<file path="src/rtl/dual_slope_seq.sv">
// -----------------------------------------------------------------------------
// dual_slope_seq
//   Conversion sequencer for the dual-slope analog front-end. A conversion
//   runs WAIT_REF -> DISCHARGE -> AUTOZERO -> INTEGRATE -> DEINT -> RESULT.
//   The de-integrate cycle count is the result, published with its polarity
//   and an overrange flag. Between conversions the range may step up or down.
//
// Ports
//   clk_i, rst_i        clock, synchronous active-low reset
//   start_i             one-cycle conversion request (ignored while busy)
//   cont_i              back-to-back conversions while high
//   abort_i             level; discharge the integrator and return to IDLE
//   autorange_en_i      enable range stepping after each result
//   range_man_i         manual range, loaded when autorange_en_i=0
//   comp_i              comparator (async), 1 means Vint >= 0
//   sat_hi_i, sat_lo_i  integrator saturation flags (async)
//   ref_ok_i            reference settled (async)
//   afe_sel_o           00 AZ, 01 VIN, 10 +VREF, 11 -VREF
//   range_sel_o         current range code
//   afe_reset_o         integrator discharge switch
//   ref_sign_o          0 +VREF, 1 -VREF
//   busy_o              high outside IDLE
//   result_o            last de-integrate count
//   polarity_o          1 means the last input was negative
//   overrange_o         last conversion overranged
//   result_valid_o      one-cycle pulse when result_o updates
//   state_o             encoded FSM state
// -----------------------------------------------------------------------------
module dual_slope_seq #(
    parameter int RST_CYCLES = 8,
    parameter int AZ_CYCLES  = 1000,
    parameter int INT_CYCLES = 1000,
    parameter int DEINT_MAX  = 2047,
    parameter int CNT_W      = 12,
    parameter int RANGE_MAX  = 5,
    parameter int HI_TH      = 1900,
    parameter int LO_TH      = 180
) (
    input  logic             clk_i,
    input  logic             rst_i,
    input  logic             start_i,
    input  logic             cont_i,
    input  logic             abort_i,
    input  logic             autorange_en_i,
    input  logic [2:0]       range_man_i,
    input  logic             comp_i,
    input  logic             sat_hi_i,
    input  logic             sat_lo_i,
    input  logic             ref_ok_i,
    output logic [1:0]       afe_sel_o,
    output logic [2:0]       range_sel_o,
    output logic             afe_reset_o,
    output logic             ref_sign_o,
    output logic             busy_o,
    output logic [CNT_W-1:0] result_o,
    output logic             polarity_o,
    output logic             overrange_o,
    output logic             result_valid_o,
    output logic [2:0]       state_o
);

    typedef enum logic [2:0] {
        IDLE      = 3'd0,
        WAIT_REF  = 3'd1,
        DISCHARGE = 3'd2,
        AUTOZERO  = 3'd3,
        INTEGRATE = 3'd4,
        DEINT     = 3'd5,
        RESULT    = 3'd6
    } state_t;

    localparam logic [CNT_W-1:0] RST_LAST = CNT_W'(RST_CYCLES - 1);
    localparam logic [CNT_W-1:0] AZ_LAST  = CNT_W'(AZ_CYCLES - 1);
    localparam logic [CNT_W-1:0] INT_LAST = CNT_W'(INT_CYCLES - 1);
    localparam logic [CNT_W-1:0] DMAX     = CNT_W'(DEINT_MAX);
    localparam logic [CNT_W-1:0] HI       = CNT_W'(HI_TH);
    localparam logic [CNT_W-1:0] LO       = CNT_W'(LO_TH);
    localparam logic [2:0]       RMAX     = 3'(RANGE_MAX);

    // ---------------- synchronisers ----------------
    logic [1:0] comp_sync, sat_hi_sync, sat_lo_sync, ref_sync;
    logic       comp_s, sat_s, ref_ok_s;

    always_ff @(posedge clk_i) begin
        if (!rst_i) begin
            comp_sync   <= 2'b00;
            sat_hi_sync <= 2'b00;
            sat_lo_sync <= 2'b00;
            ref_sync    <= 2'b00;
        end else begin
            comp_sync   <= {comp_sync[0], comp_i};
            sat_hi_sync <= {sat_hi_sync[0], sat_hi_i};
            sat_lo_sync <= {sat_lo_sync[0], sat_lo_i};
            ref_sync    <= {ref_sync[0], ref_ok_i};
        end
    end

    assign comp_s   = comp_sync[1];
    assign sat_s    = sat_hi_sync[1] | sat_lo_sync[1];
    assign ref_ok_s = ref_sync[1];

    // ---------------- state ----------------
    state_t           state;
    logic [CNT_W-1:0] cnt;
    logic             cref;       // comp_s at the end of INTEGRATE
    logic             pol;
    logic             abort_lat;  // DISCHARGE was entered through an abort

    // End-of-measurement detection: saturation during INTEGRATE, or the
    // comparator crossing / timeout during DEINT.
    logic             fin;
    logic [CNT_W-1:0] fin_res;
    logic             fin_ovr;
    logic             fin_pol;
    logic             abort_go;
    logic [2:0]       rng_nxt;
    logic [2:0]       man_clamped;

    always_comb begin
        fin     = 1'b0;
        fin_res = '0;
        fin_ovr = 1'b0;
        fin_pol = pol;
        case (state)
            INTEGRATE: begin
                if (sat_s) begin
                    fin     = 1'b1;
                    fin_res = '1;
                    fin_ovr = 1'b1;
                    // Polarity was never latched for this conversion; take
                    // the current comparator so the published sign is fresh.
                    fin_pol = ~comp_s;
                end
            end
            DEINT: begin
                if (cnt == DMAX) begin
                    fin     = 1'b1;
                    fin_res = DMAX;
                    fin_ovr = 1'b1;
                end else if (comp_s != cref) begin
                    fin     = 1'b1;
                    fin_res = cnt;
                end
            end
            default: ;
        endcase
    end

    // An abort already being serviced is not restarted, so a held abort_i
    // still lets DISCHARGE run to completion and reach IDLE.
    assign abort_go = abort_i && (state != IDLE) &&
                      !(state == DISCHARGE && abort_lat);

    always_comb begin
        rng_nxt = range_sel_o;
        if (fin_ovr || fin_res > HI) begin
            if (range_sel_o < RMAX) rng_nxt = range_sel_o + 3'd1;
        end else if (fin_res < LO) begin
            if (range_sel_o != 3'd0) rng_nxt = range_sel_o - 3'd1;
        end
    end

    // Out-of-range manual codes are pinned to the highest legal range.
    assign man_clamped = (range_man_i > RMAX) ? RMAX : range_man_i;

    always_ff @(posedge clk_i) begin
        if (!rst_i) begin
            state          <= IDLE;
            cnt            <= '0;
            cref           <= 1'b0;
            pol            <= 1'b0;
            abort_lat      <= 1'b0;
            afe_sel_o      <= 2'b00;
            afe_reset_o    <= 1'b1;
            ref_sign_o     <= 1'b0;
            range_sel_o    <= RMAX;
            result_o       <= '0;
            polarity_o     <= 1'b0;
            overrange_o    <= 1'b0;
            result_valid_o <= 1'b0;
        end else begin
            result_valid_o <= 1'b0;
            if (abort_go) begin
                state       <= DISCHARGE;
                abort_lat   <= 1'b1;
                cnt         <= '0;
                afe_reset_o <= 1'b1;
                afe_sel_o   <= 2'b00;
            end else begin
                case (state)
                    IDLE: begin
                        afe_reset_o <= 1'b1;
                        afe_sel_o   <= 2'b00;
                        cnt         <= '0;
                        if (start_i || cont_i) begin
                            state <= WAIT_REF;
                            if (!autorange_en_i) range_sel_o <= man_clamped;
                        end
                    end
                    WAIT_REF: begin
                        cnt <= '0;
                        if (ref_ok_s) state <= DISCHARGE;
                    end
                    DISCHARGE: begin
                        afe_reset_o <= 1'b1;
                        afe_sel_o   <= 2'b00;
                        if (cnt == RST_LAST) begin
                            cnt <= '0;
                            if (abort_lat) begin
                                state     <= IDLE;
                                abort_lat <= 1'b0;
                            end else begin
                                state       <= AUTOZERO;
                                afe_reset_o <= 1'b0;
                            end
                        end else begin
                            cnt <= cnt + 1'b1;
                        end
                    end
                    AUTOZERO: begin
                        if (cnt == AZ_LAST) begin
                            cnt       <= '0;
                            state     <= INTEGRATE;
                            afe_sel_o <= 2'b01;
                        end else begin
                            cnt <= cnt + 1'b1;
                        end
                    end
                    INTEGRATE: begin
                        if (cnt == INT_LAST) begin
                            // Reference polarity opposes the integrated charge.
                            cnt        <= '0;
                            state      <= DEINT;
                            cref       <= comp_s;
                            pol        <= ~comp_s;
                            ref_sign_o <= comp_s;
                            afe_sel_o  <= comp_s ? 2'b11 : 2'b10;
                        end else begin
                            cnt <= cnt + 1'b1;
                        end
                    end
                    DEINT: begin
                        // Count includes synchroniser latency; never passes DMAX
                        // because reaching it ends the phase.
                        cnt <= cnt + 1'b1;
                    end
                    RESULT: begin
                        cnt   <= '0;
                        state <= cont_i ? WAIT_REF : IDLE;
                    end
                    default: state <= IDLE;
                endcase

                // Publishing overrides the per-state updates above.
                if (fin) begin
                    state          <= RESULT;
                    cnt            <= '0;
                    result_o       <= fin_res;
                    overrange_o    <= fin_ovr;
                    polarity_o     <= fin_pol;
                    result_valid_o <= 1'b1;
                    afe_sel_o      <= 2'b00;
                    afe_reset_o    <= 1'b1;
                    if (autorange_en_i) range_sel_o <= rng_nxt;
                end
            end
        end
    end

    assign busy_o  = (state != IDLE);
    assign state_o = state;

endmodule
</file>
<file path="config.mk">
export PLATFORM = sky130hd
export DESIGN_NAME = dual_slope_seq
export DESIGN_NICKNAME = d
export VERILOG_FILES = /design/src/rtl/dual_slope_seq.sv
export SDC_FILE = /design/constraint.sdc
export NUM_CORES = 1
export LEC_CHECK = 0
export BUFFER_PORTS_ARGS = -buffer_cell sky130_fd_sc_hd__clkbuf_2
export CORE_MARGIN = 2
export CORE_UTILIZATION = 55
export DETAILED_ROUTE_END_ITERATION = 8
export MAX_ROUTING_LAYER = met4
export PLACE_DENSITY_LB_ADDON = 0.12
export SLEW_MARGIN = 20
export SYNTH_ARGS = -nofsm -noshare
export SYNTH_HDL_FRONTEND = slang
export SYNTH_SLANG_ARGS = --single-unit
</file>
<file path="constraint.sdc">
create_clock -name clk_i -period 4.3 [get_ports clk_i]
set_clock_uncertainty 0.1 [all_clocks]
set_input_delay 0.86 -clock clk_i [delete_from_list [all_inputs] [get_ports clk_i]]
set_output_delay 0.86 -clock clk_i [all_outputs]
set_load 0.1 [all_outputs]
</file>
# Yosys cells after proc, flatten, opt, wreduce, memory -nomap -nowiden
# Index checks and enable logic that the tools add are counted.
[classes]
add_sub_neg = 3
magnitude_cmp = 4
n_eq_ne = 30
n_mux = 46
n_bitwise = 5
reduce_logical = 27
[op_table]
columns = ["op", "n"]
rows = [
  ["12-bit two-way mux", 5],
  ["3-bit two-way mux", 16],
  ["12-bit case mux with 4 select lines", 1],
  ["12-bit case mux with 2 select lines", 1],
  ["3-bit case mux with 7 select lines", 1],
  ["6-bit AND reduction", 3],
  ["4-bit inequality test, second input constant", 4],
  ["3-bit inequality test, second input constant", 5],
  ["1-bit two-way mux", 14],
  ["12-bit by 1-bit adder with 12-bit output, second input constant", 1],
  ["12-bit by 10-bit equality test with 1-bit output, second input constant", 1],
  ["12-bit by 11-bit equality test with 1-bit output, second input constant", 1],
  ["12-bit by 3-bit equality test with 1-bit output, second input constant", 1],
  ["12-bit by 11-bit greater-than comparator with 1-bit output, second input constant", 1],
  ["12-bit by 8-bit < comparator with 1-bit output, second input constant", 1],
  ["2-bit inequality test, second input constant", 5],
  ["3-bit equality test, second input constant", 3],
  ["3-bit nonzero test", 3],
  ["2-bit two-way mux", 4],
  ["4-bit by 2-bit inequality test with 1-bit output, second input constant", 2],
  ["4-bit by 3-bit inequality test with 1-bit output, second input constant", 2],
  ["3-bit by 2-bit equality test with 1-bit output, second input constant", 2],
  ["1-bit case mux with 2 select lines", 3],
  ["2-bit case mux with 3 select lines", 1],
  ["other kinds (21)", 34],
]
[word_totals]
reg_bits = 47
input_bits = 13
output_inout_bits = 26
elab_cells = 133

# Depth between registers and ports, before layout
# Gate-level depths: netlist (run 1).
[logic_depth]
depth_word = 9
mapped_depth = 12
depth_no_buf = 11

# Least setup slack after synthesis (run 1)
# OpenSTA, ideal clock, no wires.
[synth_path]
path_kind = "reg2reg"
start = "register state[0] (netlist: state_o[0])"
end = "register range_sel_o[2]"
setup_time_ns = 0.124
arrival_ns = 2.824
t_required_ns = 4.076
path_slack_ns = 1.252
path_stages_with_launch = 13
n_path_buf = 2
period_less_slack_ns = 3.048
path_cell_list = "dfxtp_1 buf_2 nor2b_1 and3_1 buf_2 nand3_1 nand2_1 xnor2_1 ha_1 nor2_1 mux2_2 a21oi_1 a31oi_1"
[synth_between]
elab_chain_cells = 7
elab_cells_between_ends = 24
cone_classes = "order compare: 2; eq/ne: 6; mux: 7; bitwise: 1; reduce/logical: 8"
[synth_rtl]
columns = ["element", "line_no", "source"]
rows = [
  ["start: declaration", "103", "state_t state;"],
  ["start signal: assignment", "249", "state <= cont_i ? WAIT_REF : IDLE;"],
  ["3-bit equality test", "124", "case (state)"],
  ["12-bit case mux with 2 select lines", "124", ""],
  ["12-bit by 11-bit greater-than comparator with 1-bit output", "156", "if (fin_ovr || fin_res > HI) begin"],
  ["1-bit logical OR", "156", ""],
  ["3-bit two-way mux", "156", ""],
  ["3-bit two-way mux", "264", "if (autorange_en_i) range_sel_o <= rng_nxt;"],
  ["3-bit two-way mux", "255", "if (fin) begin"],
  ["end signal: assignment", "197", "if (!autorange_en_i) range_sel_o <= man_clamped;"],
  ["end signal: assignment", "264", ""],
  ["end: declaration", "51", "output logic [2:0] range_sel_o,"],
]
# Several ways; a longest one is shown, not always the timed one.
# A chain may end at the register's enable or synchronous reset.

# Final worst setup path (run 1)
# Same ends and word-level chain as after synthesis.

==> run_summary.xml, run 1 <==
<?xml version="1.0" encoding="UTF-8"?>
<metrics>
  <group name="grt">
    <metric name="antenna_found_initial" unit="">0</metric>
    <metric name="globalRouteMet2Util" unit="%">37.8</metric>
    <metric name="grtUsageMet3" unit="%">4.65</metric>
    <metric name="grt_start_max_net_pins" unit="">23</metric>
    <metric name="grt.total_usage" unit="%">23.6</metric>
    <metric name="vias_in_the_first_global_route" unit="">1978</metric>
    <metric name="grt.met1_usage" unit="%">30.6</metric>
    <metric name="grt_most_used_layer" unit="">met2</metric>
    <metric name="grt_first_pass_wirelength" unit="um">9250</metric>
    <metric name="global_route.overflow_total" unit="">0</metric>
  </group>
  <group name="synth">
    <metric name="yosys.cell_types.count" unit="">55</metric>
    <metric name="yosys_register_bits" unit="">47</metric>
    <metric name="syn-mean-instance-area" unit="sq um">8.27</metric>
    <metric name="syn-cell-area" unit="sq mm">0.00238</metric>
    <metric name="yosys_warnings" unit="">0</metric>
    <metric name="mappedNetlistNets" unit="">303</metric>
    <metric name="synth-edff-count" unit="">0</metric>
    <metric name="yosysTopAreaCell" unit="">sky130_fd_sc_hd__dfxtp_1</metric>
    <metric name="synthMostInstantiatedCell" unit="">sky130_fd_sc_hd__nor2_1</metric>
    <metric name="syn_inst" unit="">288</metric>
    <metric name="synthFlopType" unit="">sky130_fd_sc_hd__dfxtp_1</metric>
    <metric name="synth_commonest_cells" unit="">sky130_fd_sc_hd__nor2_1 (50), sky130_fd_sc_hd__dfxtp_1 (47), sky130_fd_sc_hd__nand2_1 (21), sky130_fd_sc_hd__nor3_1 (19), sky130_fd_sc_hd__a21oi_1 (16)</metric>
    <metric name="synth_largest_type_area_fraction" unit="%">39.5</metric>
    <metric name="ys_seq_area_share" unit="%">39.5</metric>
    <metric name="fraction_of_synthesis_flops_using_an_asynchronous_set_or_reset_pin" unit="%">0</metric>
    <metric name="synth_top_cells_by_area" unit="">sky130_fd_sc_hd__dfxtp_1 (40%), sky130_fd_sc_hd__nor2_1 (7.9%), sky130_fd_sc_hd__nor3_1 (4.0%), sky130_fd_sc_hd__a21oi_1 (3.4%), sky130_fd_sc_hd__nand2_1 (3.3%)</metric>
  </group>
  <group name="sta">
    <metric name="worst_slew_margin_rel" unit="%">52.7</metric>
    <metric name="period_minus_slack" unit="ns">2.93</metric>
    <metric name="max_clock_freq" unit="GHz">0.342</metric>
    <metric name="report.final.setup_viol" unit="">0</metric>
    <metric name="hold_viol" unit="">0</metric>
    <metric name="maxSlewViolCount" unit="">0</metric>
    <metric name="timing.setup.tns" unit="ns">0</metric>
    <metric name="unrepaired_setup_endpoints_after_global_routing" unit="">no</metric>
    <metric name="final.hold.worst_slack" unit="ns">0.339</metric>
    <metric name="final.period_utilization" unit="%">68.0</metric>
    <metric name="setup_ws_final" unit="ns">1.37</metric>
    <metric name="max_slew.worst_pin.slew" unit="ns">0.709</metric>
  </group>
  <group name="critical_path">
    <metric name="cpMaxStageDelayCell" unit="">sky130_fd_sc_hd__dfxtp_1</metric>
    <metric name="critical_path.reg2reg.startpoint" unit="">state_o[0]$_SDFFE_PP0P_</metric>
    <metric name="critical-path-max-stage-delay" unit="ns">0.78</metric>
    <metric name="crit_chain" unit="">nor2b_1 -&gt; and3_1 -&gt; nand3_1 -&gt; nand2_1 -&gt; xnor2_1 -&gt; ha_1 -&gt; nor2_1 -&gt; mux2_2 -&gt; a21oi_1 -&gt; a31oi_1</metric>
    <metric name="critical_path.startpoint" unit="">state_o[0]$_SDFFE_PP0P_</metric>
    <metric name="worst-setup-path-type" unit="">reg -&gt; reg</metric>
    <metric name="timing.rr.end" unit="">range_sel_o[2]$_SDFFE_PN1P_</metric>
    <metric name="data_arrival_time_of_the_worst_path" unit="ns">3.01</metric>
    <metric name="timing.critical_path.depth" unit="">10</metric>
    <metric name="cp.buffers_inverters" unit="">0</metric>
    <metric name="worst-endpoint-required" unit="ns">4.39</metric>
    <metric name="worst_setup_path_endpoint" unit="">range_sel_o[2]$_SDFFE_PN1P_</metric>
    <metric name="crit_path_start_kind" unit="">flop</metric>
    <metric name="crit_fanout" unit="">21</metric>
    <metric name="endpoint_kind" unit="">flop</metric>
    <metric name="setup.reg_to_reg.worst_slack" unit="ns">1.37</metric>
    <metric name="r2r_cells" unit="">10</metric>
    <metric name="timing.critical_path.max_delay_family" unit="">simple AND/OR/NAND/NOR gates</metric>
  </group>
  <group name="clocking">
    <metric name="cts_hold_repair.buffers" unit="">0</metric>
    <metric name="postCtsSetupBuffers" unit="">0</metric>
    <metric name="cts.sink_count" unit="">47</metric>
    <metric name="clk_latency" unit="ns">0.31</metric>
    <metric name="cts.htree.levels" unit="">2</metric>
    <metric name="worst_setup_hold_path_clk_slew" unit="ns">0.08</metric>
    <metric name="root_cell_of_the_clock_tree" unit="">sky130_fd_sc_hd__clkbuf_8</metric>
    <metric name="post_cts_resized" unit="">0</metric>
    <metric name="tritoncts_buffers" unit="">5</metric>
    <metric name="cts_tree" unit="">done</metric>
    <metric name="clk_path_buf_depth" unit="">2</metric>
  </group>
  <group name="layout">
    <metric name="finish.net_count" unit="">329</metric>
    <metric name="diodes_inserted" unit="">0</metric>
    <metric name="drive_gt1_share" unit="%">20.3</metric>
    <metric name="final.fill_count" unit="">371</metric>
    <metric name="area.sequential" unit="sq um">941</metric>
    <metric name="syn_to_final_growth" unit="%">11.5</metric>
    <metric name="multiInputGateArea" unit="sq mm">0.00133</metric>
  </group>
  <group name="floorplan">
    <metric name="design.core.area" unit="sq mm">0.00409</metric>
    <metric name="die_width" unit="um">69.8</metric>
    <metric name="floorplan.die.height" unit="um">69.8</metric>
    <metric name="core.rowCount" unit="">23</metric>
    <metric name="die_area" unit="sq mm">0.00487</metric>
    <metric name="initial_core_utilization" unit="%">58.3</metric>
    <metric name="pin_count" unit="">39</metric>
  </group>
  <group name="power">
    <metric name="cell_internal_pwr" unit="mW">0.729</metric>
    <metric name="p_clk_share" unit="%">29.2</metric>
    <metric name="net-switching-power" unit="mW">0.439</metric>
    <metric name="seqPwrFrac" unit="%">43.5</metric>
    <metric name="switching_share" unit="%">37.6</metric>
    <metric name="power.share.combinational" unit="%">27.3</metric>
    <metric name="vdd_ir_drop_max" unit="V">0.000311</metric>
    <metric name="leakagePower" unit="nW">1.00</metric>
    <metric name="power_density" unit="mW/mm^2">440</metric>
  </group>
  <group name="worst_hold_path">
    <metric name="worstHoldStart" unit="">sat_lo_sync[0]$_SDFF_PN0_</metric>
    <metric name="hold_class" unit="">reg -&gt; reg</metric>
  </group>
  <group name="routing">
    <metric name="detail_route.wl_per_cell" unit="um">14.4</metric>
    <metric name="detail_route.iter0.violations" unit="">155</metric>
    <metric name="final_antenna_net_count" unit="">0</metric>
    <metric name="routed_wirelength" unit="um">5250</metric>
    <metric name="routed-via-count" unit="">2144</metric>
    <metric name="routed_via_density" unit="">5.87</metric>
    <metric name="drc" unit="">0</metric>
    <metric name="number_of_iterations_in_the_first_detailed_routing_pass" unit="">4</metric>
  </group>
  <group name="placement">
    <metric name="hpwl" unit="um">3750</metric>
    <metric name="dp_worst_setup_slack" unit="ns">1.48</metric>
    <metric name="finalWeightedCongestion" unit="">0.865</metric>
    <metric name="place.port_buffers" unit="">38</metric>
  </group>
  <group name="run">
    <metric name="drv_cap" unit="">0</metric>
  </group>
  <group name="run_status">
    <metric name="outcome" unit="">finished, final reports clean</metric>
  </group>
</metrics>
cell families after synthesis:
group / share of synthesized area, %
AND/OR/NAND/NOR: 31.5
AO/OA/AOI/OAI: 16.0
flip-flops: 39.5
buffers and inverters: 4.83
XOR/XNOR: 4.05
multiplexers: 3.10
adder cells (fa/ha/maj): 1.05
worst min path at each step:
stage	endpoint	cells after the start
finish	sat_lo_sync[1]$_SDFF_PN0_	1
global route	sat_lo_sync[1]$_SDFF_PN0_	1
CTS	comp_sync[1]$_SDFF_PN0_	1
detailed placement	sat_lo_sync[1]$_SDFF_PN0_	1
global placement	sat_hi_sync[1]$_SDFF_PN0_	1
floorplan	ref_sync[1]$_SDFF_PN0_	1
state kept, by name, indices dropped and copies added (netlist names):
signal          cells
sat_hi_sync         2
state_o             3
afe_sel_o           2
abort_lat           1
polarity_o          1
overrange_o         1
comp_sync           2
sat_lo_sync         2
result_valid_o      1
afe_reset_o         1
ref_sync            2
cref                1
cnt                12
range_sel_o         3
pol                 1
result_o           12
power groups by stage:
stage	sequential [mW]	combinational (mW)	clock (mW)
finish	0.508	0.320	0.341
global route	0.513	0.345	0.366
CTS	0.507	0.320	0.346
detailed placement	0.517	0.319	0
global placement	0.516	0.318	0
floorplan	0.559	0.222	0
cell usage in the layout, fill, tap and decap left out, types with 3 or more instances in the layout:
cell,instances
sky130_fd_sc_hd__a211oi_1,4
sky130_fd_sc_hd__a21oi_1,16
sky130_fd_sc_hd__and2_1,8
sky130_fd_sc_hd__and3_1,4
sky130_fd_sc_hd__clkbuf_2,38
sky130_fd_sc_hd__clkbuf_8,6
sky130_fd_sc_hd__dfxtp_1,47
sky130_fd_sc_hd__inv_1,5
sky130_fd_sc_hd__mux2i_1,4
sky130_fd_sc_hd__nand2_1,21
sky130_fd_sc_hd__nand3_1,11
sky130_fd_sc_hd__nand4_1,4
sky130_fd_sc_hd__nor2_1,50
sky130_fd_sc_hd__nor2_2,3
sky130_fd_sc_hd__nor3_1,19
sky130_fd_sc_hd__nor4_1,3
sky130_fd_sc_hd__nor4_4,3
sky130_fd_sc_hd__o21a_1,3
sky130_fd_sc_hd__o21ai_0,8
sky130_fd_sc_hd__o21ai_1,4
sky130_fd_sc_hd__o22ai_1,5
sky130_fd_sc_hd__xnor2_1,5
sky130_fd_sc_hd__xor2_1,6
metal layers:
metal	part of all wire, %	up-vias	wire length (um)
met5	0	-	0
met4	1.3	0	67
met3	4.3	9	224
met2	47	54	2490
met1	47	1012	2470
li1	-	1069	-
worst reg2reg max path, stage by stage, from the launching register on:
cell and delay, ns:
sky130_fd_sc_hd__dfxtp_1 0.78, sky130_fd_sc_hd__nor2b_1 0.24, sky130_fd_sc_hd__and3_1 0.39, sky130_fd_sc_hd__nand3_1 0.16, sky130_fd_sc_hd__nand2_1 0.19, sky130_fd_sc_hd__xnor2_1 0.16, sky130_fd_sc_hd__ha_1 0.24, sky130_fd_sc_hd__nor2_1 0.05
sky130_fd_sc_hd__mux2_2 0.26, sky130_fd_sc_hd__a21oi_1 0.14, sky130_fd_sc_hd__a31oi_1 0.10
per-stage QoR:
stage / cells / util [%] / total power, mW / cell area (sq um)
final: 365 / 65.0 / 1.17 / 2660
after global routing: 365 / 65.0 / 1.22 / 2660
after CTS: 365 / 65.0 / 1.17 / 2660
after detailed placement: 357 / 62.1 / 0.836 / 2540
after global placement: 357 / 62.1 / 0.833 / 2540
after floorplan: 288 / - / 0.780 / 2380
area by class of cell:
type | instances | area share [%]
multi-input cells | 217 | 49.9
flip-flops and latches | 47 | 35.4
clock buffers | 6 | 3.11
repair buffers | 38 | 7.16
inverters | 5 | 0.707
clock inverters | 2 | 1.32
well taps | 50 | 2.36
Note: power is estimated with default switching activity, not from simulation.
==> inputs of run 2 (changes only) <==
==> constraint.sdc (replaced) <==
create_clock -name clk_i -period 2.85 [get_ports clk_i]
set_clock_uncertainty 0.1 [all_clocks]
set_input_delay 0.57 -clock clk_i [delete_from_list [all_inputs] [get_ports clk_i]]
set_output_delay 0.57 -clock clk_i [all_outputs]
set_load 0.1 [all_outputs]
==> run_summary.xml, run 2 (synthesis results as in run 1) <==
<?xml version="1.0" encoding="UTF-8"?>
<metrics>
  <group name="floorplan">
    <metric name="floorplan.die.height" unit="um">69.8</metric>
    <metric name="die_width" unit="um">69.8</metric>
    <metric name="die_area" unit="sq mm">0.00487</metric>
    <metric name="core.rowCount" unit="">23</metric>
    <metric name="pin_count" unit="">39</metric>
    <metric name="design.core.area" unit="sq mm">0.00409</metric>
    <metric name="initial_core_utilization" unit="%">58.3</metric>
  </group>
  <group name="layout">
    <metric name="area.sequential" unit="sq um">943</metric>
    <metric name="mostFrequentLayoutCells" unit="">sky130_fd_sc_hd__nor2_1 (50), sky130_fd_sc_hd__dfxtp_1 (45), sky130_fd_sc_hd__clkbuf_2 (38), sky130_fd_sc_hd__nand2_1 (21), sky130_fd_sc_hd__nor3_1 (19)</metric>
    <metric name="final_area" unit="sq mm">0.00266</metric>
    <metric name="most_common_cell_after_layout_fill_and_taps_aside" unit="">sky130_fd_sc_hd__nor2_1</metric>
    <metric name="syn_to_final_growth" unit="%">11.6</metric>
    <metric name="diodes_inserted" unit="">0</metric>
    <metric name="final.fill_count" unit="">383</metric>
    <metric name="multiInputGateArea" unit="sq mm">0.00133</metric>
    <metric name="registers_with_the_most_flip_flops" unit="">cnt x12, result_o x12</metric>
    <metric name="finish.net_count" unit="">333</metric>
    <metric name="drive_gt1_share" unit="%">21.9</metric>
  </group>
  <group name="critical_path">
    <metric name="crit_path_start_kind" unit="">flop</metric>
    <metric name="cp.buffers_inverters" unit="">0</metric>
    <metric name="endpoint_kind" unit="">flop</metric>
    <metric name="timing.critical_path.max_delay_family" unit="">simple AND/OR/NAND/NOR gates</metric>
    <metric name="setup.reg_to_reg.worst_slack" unit="ns">0.28</metric>
    <metric name="data_arrival_time_of_the_worst_path" unit="ns">2.70</metric>
    <metric name="crit_chain" unit="">ha_1 -&gt; nand3b_2 -&gt; nor4_2 -&gt; or2_1 -&gt; nor2_2 -&gt; a21oi_2 -&gt; nor2_1 -&gt; a211oi_1</metric>
    <metric name="cpMaxStageDelayCell" unit="">sky130_fd_sc_hd__a21oi_2</metric>
    <metric name="worst-endpoint-required" unit="ns">2.98</metric>
    <metric name="crit_fanout" unit="">13</metric>
    <metric name="critical-path-max-stage-delay" unit="ns">0.49</metric>
    <metric name="worst-setup-path-type" unit="">reg -&gt; reg</metric>
  </group>
  <group name="run_status">
    <metric name="outcome" unit="">finished, final reports clean</metric>
  </group>
  <group name="power">
    <metric name="vdd_ir_drop_max" unit="V">0.000473</metric>
    <metric name="power_density" unit="mW/mm^2">635</metric>
    <metric name="seqPwrFrac" unit="%">44.2</metric>
    <metric name="totalPowerFinal" unit="mW">1.69</metric>
    <metric name="cell_internal_pwr" unit="mW">1.00</metric>
    <metric name="p_clk_share" unit="%">24.6</metric>
    <metric name="net-switching-power" unit="mW">0.685</metric>
    <metric name="switching_share" unit="%">40.6</metric>
    <metric name="leakagePower" unit="nW">1.01</metric>
    <metric name="power.share.combinational" unit="%">31.2</metric>
  </group>
  <group name="routing">
    <metric name="number_of_iterations_in_the_first_detailed_routing_pass" unit="">4</metric>
    <metric name="routed_via_density" unit="">5.79</metric>
    <metric name="routed-via-count" unit="">2137</metric>
    <metric name="final_antenna_net_count" unit="">0</metric>
    <metric name="detail_route.iter0.violations" unit="">148</metric>
    <metric name="routed_wirelength" unit="um">5550</metric>
    <metric name="drc" unit="">0</metric>
    <metric name="detail_route.wl_per_cell" unit="um">15.0</metric>
  </group>
  <group name="sta">
    <metric name="final.period_utilization" unit="%">90.3</metric>
    <metric name="report.final.setup_viol" unit="">0</metric>
    <metric name="worst_slew_margin_rel" unit="%">56.3</metric>
    <metric name="max_slew.worst_pin.slew" unit="ns">0.655</metric>
    <metric name="max_clock_freq" unit="GHz">0.389</metric>
    <metric name="unrepaired_setup_endpoints_after_global_routing" unit="">no</metric>
    <metric name="hold_viol" unit="">0</metric>
    <metric name="maxSlewViolCount" unit="">0</metric>
    <metric name="timing.setup.tns" unit="ns">0</metric>
    <metric name="period_minus_slack" unit="ns">2.57</metric>
  </group>
  <group name="grt">
    <metric name="global_route.overflow_total" unit="">0</metric>
    <metric name="grt.total_usage" unit="%">24.7</metric>
    <metric name="vias_in_the_first_global_route" unit="">1936</metric>
    <metric name="antenna_found_initial" unit="">0</metric>
    <metric name="grt_start_max_net_pins" unit="">23</metric>
    <metric name="grt_first_pass_wirelength" unit="um">9380</metric>
  </group>
  <group name="clocking">
    <metric name="postCtsSetupBuffers" unit="">0</metric>
    <metric name="cts.sink_count" unit="">47</metric>
    <metric name="cts_hold_repair.buffers" unit="">0</metric>
    <metric name="worst_setup_hold_path_clk_slew" unit="ns">0.09</metric>
    <metric name="tritoncts_buffers" unit="">5</metric>
    <metric name="post_cts_resized" unit="">0</metric>
    <metric name="root_cell_of_the_clock_tree" unit="">sky130_fd_sc_hd__clkbuf_8</metric>
    <metric name="clk_latency" unit="ns">0.31</metric>
    <metric name="cts.htree.levels" unit="">2</metric>
    <metric name="cts_tree" unit="">done</metric>
    <metric name="clk_path_buf_depth" unit="">2</metric>
  </group>
  <group name="placement">
    <metric name="placement.cell_area" unit="sq mm">0.00257</metric>
    <metric name="place.port_buffers" unit="">38</metric>
    <metric name="finalWeightedCongestion" unit="">0.844</metric>
    <metric name="hpwl" unit="um">4090</metric>
  </group>
  <group name="worst_hold_path">
    <metric name="hold_class" unit="">reg -&gt; reg</metric>
  </group>
  <group name="run">
    <metric name="drv_cap" unit="">0</metric>
  </group>
</metrics>
## run 2: cell count changes in the layout (fill, tap and decap cells not counted)
cell	previous run	this run
sky130_fd_sc_hd__dfxtp_2	0	2
sky130_fd_sc_hd__buf_4	0	4
sky130_fd_sc_hd__clkinv_2	1	2
sky130_fd_sc_hd__inv_6	0	1
sky130_fd_sc_hd__dfxtp_1	47	45
sky130_fd_sc_hd__clkbuf_8	6	5
sky130_fd_sc_hd__bufinv_16	1	0
## run 2: power by group through the flow
stage | Clock, mW | Combinational (mW) | Sequential [mW]
global route | 0.449 | 0.572 | 0.753
global placement | 0 | 0.520 | 0.760
detailed placement | 0 | 0.526 | 0.761
finish | 0.414 | 0.527 | 0.747
CTS | 0.422 | 0.527 | 0.746
floorplan | 0 | 0.334 | 0.845
## run 2: through the flow
step / hold WS, ns / setup slack (ns) / instances / utilization (%)
after global routing: 0.363 / 0.0444 / 369 / 65.0
after floorplan: 0.312 / 0.0874 / 288 / -
after CTS: 0.345 / 0.267 / 369 / 65.0
after detailed placement: 0.323 / 0.274 / 361 / 62.9
after global placement: 0.315 / 0.358 / 361 / 62.9
final: 0.341 / 0.277 / 369 / 65.0
## run 2: final timing paths
kind,start,to,depth (start not counted)
max,cnt[0]$_SDFFE_PP0P_,result_o[10]$_SDFFE_PN0P_,8
min,comp_sync[0]$_SDFF_PN0_,comp_sync[1]$_SDFF_PN0_,1
max reg2reg,cnt[0]$_SDFFE_PP0P_,result_o[10]$_SDFFE_PN0P_,8
min reg2reg,comp_sync[0]$_SDFF_PN0_,comp_sync[1]$_SDFF_PN0_,1
## run 2: cell type report
type | count | share of cell area (%)
multi-input combinational | 217 | 49.9
sequential | 47 | 35.5
timing repair buffer | 42 | 8.29
clock buffer | 5 | 2.59
tap | 50 | 2.35
clock inverter | 3 | 0.706
inverter | 5 | 0.706
## run 2: metal layers
| layer | part of all wire, % | track usage, % | up-vias |
|---|---|---|---|
| met2 | 48 | 39.5 | 52 |
| li1 | - | - | 1077 |
| met5 | 0 | - | - |
| met1 | 46 | 31.3 | 1003 |
| met4 | 1.0 | 7.05 | 0 |
| met3 | 4.5 | 5.81 | 5 |
==> inputs of run 3 (changes only) <==
--- a/config.mk
+++ b/config.mk
@@ -9,6 +9,7 @@
 export CORE_MARGIN = 2
 export CORE_UTILIZATION = 55
 export DETAILED_ROUTE_END_ITERATION = 8
+export GPL_TIMING_DRIVEN = 1
 export MAX_ROUTING_LAYER = met4
 export PLACE_DENSITY_LB_ADDON = 0.12
 export SLEW_MARGIN = 20
==> constraint.sdc (replaced) <==
create_clock -name clk_i -period 2.8 [get_ports clk_i]
set_clock_uncertainty 0.1 [all_clocks]
set_input_delay 0.56 -clock clk_i [delete_from_list [all_inputs] [get_ports clk_i]]
set_output_delay 0.56 -clock clk_i [all_outputs]
set_load 0.1 [all_outputs]
==> run_summary.xml, run 3 (synthesis results as in run 1) <==
<?xml version="1.0" encoding="UTF-8"?>
<metrics>
  <group name="sta">
    <metric name="report.final.setup_viol" unit="">0</metric>
    <metric name="maxSlewViolCount" unit="">0</metric>
    <metric name="period_minus_slack" unit="ns">2.60</metric>
    <metric name="worst_slew_margin_rel" unit="%">51.6</metric>
    <metric name="max_slew.worst_pin.slew" unit="ns">0.726</metric>
    <metric name="setup_ws_final" unit="ns">0.195</metric>
    <metric name="hold_viol" unit="">0</metric>
    <metric name="final.period_utilization" unit="%">93.0</metric>
    <metric name="max_clock_freq" unit="GHz">0.384</metric>
  </group>
  <group name="power">
    <metric name="p_clk_share" unit="%">28.4</metric>
    <metric name="seqPwrFrac" unit="%">41.8</metric>
    <metric name="power_density" unit="mW/mm^2">674</metric>
    <metric name="switching_share" unit="%">37.6</metric>
    <metric name="cell_internal_pwr" unit="mW">1.13</metric>
    <metric name="power.share.combinational" unit="%">29.8</metric>
    <metric name="leakagePower" unit="nW">1.03</metric>
    <metric name="net-switching-power" unit="mW">0.684</metric>
    <metric name="vdd_ir_drop_max" unit="V">0.000836</metric>
  </group>
  <group name="placement">
    <metric name="finalWeightedCongestion" unit="">0.822</metric>
    <metric name="placement.cell_area" unit="sq mm">0.00257</metric>
    <metric name="dp_worst_setup_slack" unit="ns">0.284</metric>
    <metric name="hpwl" unit="um">4090</metric>
    <metric name="place.port_buffers" unit="">38</metric>
  </group>
  <group name="critical_path">
    <metric name="critical-path-max-stage-delay" unit="ns">0.52</metric>
    <metric name="worst-endpoint-required" unit="ns">2.87</metric>
    <metric name="critical_path.startpoint" unit="">state_o[1]$_SDFFE_PN0P_</metric>
    <metric name="r2r_cells" unit="">7</metric>
    <metric name="endpoint_kind" unit="">flop</metric>
    <metric name="timing.rr.end" unit="">polarity_o$_SDFFE_PN0P_</metric>
    <metric name="data_arrival_time_of_the_worst_path" unit="ns">2.67</metric>
    <metric name="cpMaxStageDelayCell" unit="">sky130_fd_sc_hd__dfxtp_1</metric>
    <metric name="timing.critical_path.depth" unit="">7</metric>
    <metric name="cp.buffers_inverters" unit="">1</metric>
    <metric name="worst_setup_path_endpoint" unit="">polarity_o$_SDFFE_PN0P_</metric>
    <metric name="crit_path_start_kind" unit="">flop</metric>
    <metric name="crit_chain" unit="">inv_1 -&gt; o21ai_0 -&gt; nand2_1 -&gt; o21ai_1 -&gt; a211oi_1 -&gt; a21oi_1 -&gt; nor2_1</metric>
    <metric name="timing.critical_path.max_delay_family" unit="">compound AO/OA/AOI/OAI gates</metric>
    <metric name="setup.reg_to_reg.worst_slack" unit="ns">0.20</metric>
    <metric name="crit_fanout" unit="">10</metric>
    <metric name="critical_path.reg2reg.startpoint" unit="">state_o[1]$_SDFFE_PN0P_</metric>
    <metric name="worst-setup-path-type" unit="">reg -&gt; reg</metric>
  </group>
  <group name="layout">
    <metric name="mostFrequentLayoutCells" unit="">sky130_fd_sc_hd__nor2_1 (50), sky130_fd_sc_hd__dfxtp_1 (45), sky130_fd_sc_hd__clkbuf_2 (38), sky130_fd_sc_hd__nand2_1 (21), sky130_fd_sc_hd__nor3_1 (19)</metric>
    <metric name="syn_to_final_growth" unit="%">13.2</metric>
    <metric name="registers_with_the_most_flip_flops" unit="">cnt x12, result_o x12</metric>
    <metric name="multiInputGateArea" unit="sq mm">0.00133</metric>
    <metric name="most_common_cell_after_layout_fill_and_taps_aside" unit="">sky130_fd_sc_hd__nor2_1</metric>
    <metric name="final_area" unit="sq mm">0.00270</metric>
    <metric name="area.sequential" unit="sq um">943</metric>
    <metric name="finish.net_count" unit="">333</metric>
    <metric name="final.fill_count" unit="">357</metric>
    <metric name="drive_gt1_share" unit="%">21.9</metric>
    <metric name="diodes_inserted" unit="">0</metric>
  </group>
  <group name="clocking">
    <metric name="worst_setup_hold_path_clk_slew" unit="ns">0.09</metric>
    <metric name="cts_tree" unit="">done</metric>
    <metric name="cts.htree.levels" unit="">2</metric>
    <metric name="clk_latency" unit="ns">0.30</metric>
    <metric name="cts.sink_count" unit="">47</metric>
    <metric name="tritoncts_buffers" unit="">5</metric>
    <metric name="clk_path_buf_depth" unit="">2</metric>
    <metric name="root_cell_of_the_clock_tree" unit="">sky130_fd_sc_hd__clkbuf_8</metric>
  </group>
  <group name="routing">
    <metric name="routed-via-count" unit="">2165</metric>
    <metric name="detail_route.wl_per_cell" unit="um">15.3</metric>
    <metric name="final_antenna_net_count" unit="">0</metric>
    <metric name="drc" unit="">0</metric>
    <metric name="routed_via_density" unit="">5.87</metric>
    <metric name="number_of_iterations_in_the_first_detailed_routing_pass" unit="">4</metric>
    <metric name="detail_route.iter0.violations" unit="">149</metric>
    <metric name="routed_wirelength" unit="um">5630</metric>
  </group>
  <group name="floorplan">
    <metric name="pin_count" unit="">39</metric>
    <metric name="design.core.area" unit="sq mm">0.00409</metric>
    <metric name="die_width" unit="um">69.8</metric>
    <metric name="initial_core_utilization" unit="%">58.3</metric>
    <metric name="core.rowCount" unit="">23</metric>
    <metric name="floorplan.die.height" unit="um">69.8</metric>
    <metric name="die_area" unit="sq mm">0.00487</metric>
  </group>
  <group name="grt">
    <metric name="grt_start_max_net_pins" unit="">22</metric>
    <metric name="antenna_found_initial" unit="">0</metric>
    <metric name="vias_in_the_first_global_route" unit="">2056</metric>
    <metric name="global_route.overflow_total" unit="">0</metric>
    <metric name="grt_first_pass_wirelength" unit="um">9530</metric>
    <metric name="grt.total_usage" unit="%">24.4</metric>
  </group>
  <group name="run_status">
    <metric name="outcome" unit="">finished, final reports clean</metric>
  </group>
  <group name="run">
    <metric name="drv_cap" unit="">0</metric>
  </group>
  <group name="worst_hold_path">
    <metric name="hold_class" unit="">reg -&gt; reg</metric>
  </group>
</metrics>
## run 3: how the worst min path moves through the flow
stage                         startpoint                        end  slack [ns]  depth (start not counted)
2_1_floorplan     ref_sync[0]$_SDFF_PN0_     ref_sync[1]$_SDFF_PN0_        0.31                          1
3_3_place_gp   sat_lo_sync[0]$_SDFF_PN0_  sat_lo_sync[1]$_SDFF_PN0_        0.32                          1
3_5_place_dp   sat_hi_sync[0]$_SDFF_PN0_  sat_hi_sync[1]$_SDFF_PN0_        0.32                          1
4_1_cts        sat_hi_sync[0]$_SDFF_PN0_  sat_hi_sync[1]$_SDFF_PN0_        0.34                          1
5_1_grt        sat_lo_sync[0]$_SDFF_PN0_  sat_lo_sync[1]$_SDFF_PN0_        0.36                          1
6_report       sat_lo_sync[0]$_SDFF_PN0_  sat_lo_sync[1]$_SDFF_PN0_        0.34                          1
## run 3: power by group through the flow
| stage | Sequential (mW) | Combinational, mW | Clock [mW] |
|---|---|---|---|
| global placement | 0.773 | 0.529 | 0 |
| finish | 0.759 | 0.542 | 0.517 |
| detailed placement | 0.774 | 0.533 | 0 |
| floorplan | 0.860 | 0.340 | 0 |
| global route | 0.766 | 0.584 | 0.538 |
| CTS | 0.758 | 0.535 | 0.519 |
## run 3: layout make-up
| cell class | count | area share [%] |
|---|---|---|
| Tap cell | 50 | 2.32 |
| Multi-Input combinational cell | 217 | 49.4 |
| Sequential cell | 47 | 35.0 |
| Timing Repair Buffer | 42 | 8.17 |
| Clock buffer | 6 | 3.06 |
| Clock inverter | 2 | 1.30 |
| Inverter | 5 | 0.696 |
## run 3: through the flow
step / utilization [%] / cells / hold WS [ns] / power (mW) / TNS (ns)
global route: 66.0 / 369 / 0.358 / 1.89 / -0.00514
CTS: 65.8 / 369 / 0.340 / 1.81 / 0
detailed placement: 62.9 / 361 / 0.319 / 1.31 / 0
global placement: 62.9 / 361 / 0.315 / 1.30 / 0
finish: 66.0 / 369 / 0.338 / 1.82 / 0
floorplan: - / 288 / 0.312 / 1.20 / 0
## run 3: layer usage
metal | global-route usage, % | vias up | wire length, um
met2 | 40.8 | 66 | 2710
met4 | 6.62 | 0 | 81
met3 | 4.94 | 10 | 296
li1 | - | 1075 | -
met1 | 30.1 | 1014 | 2550
met5 | - | - | 0
## run 3: worst register-to-register path, cell delays in order, from the launching register on
cell and delay (ns):
sky130_fd_sc_hd__dfxtp_1 0.52, sky130_fd_sc_hd__inv_1 0.18, sky130_fd_sc_hd__o21ai_0 0.47, sky130_fd_sc_hd__nand2_1 0.38, sky130_fd_sc_hd__o21ai_1 0.49, sky130_fd_sc_hd__a211oi_1 0.14, sky130_fd_sc_hd__a21oi_1 0.16, sky130_fd_sc_hd__nor2_1 0.05
## run 3: repair_timing
| item | CTS | global route |
|---|---|---|
| resized for setup | 0 | 1 |
| setup buffers | 0 | 0 |
| hold endpoints to repair | 0 | 0 |
| hold buffers | 0 | 0 |
| endpoints found under the setup margin | 0 | 1 |
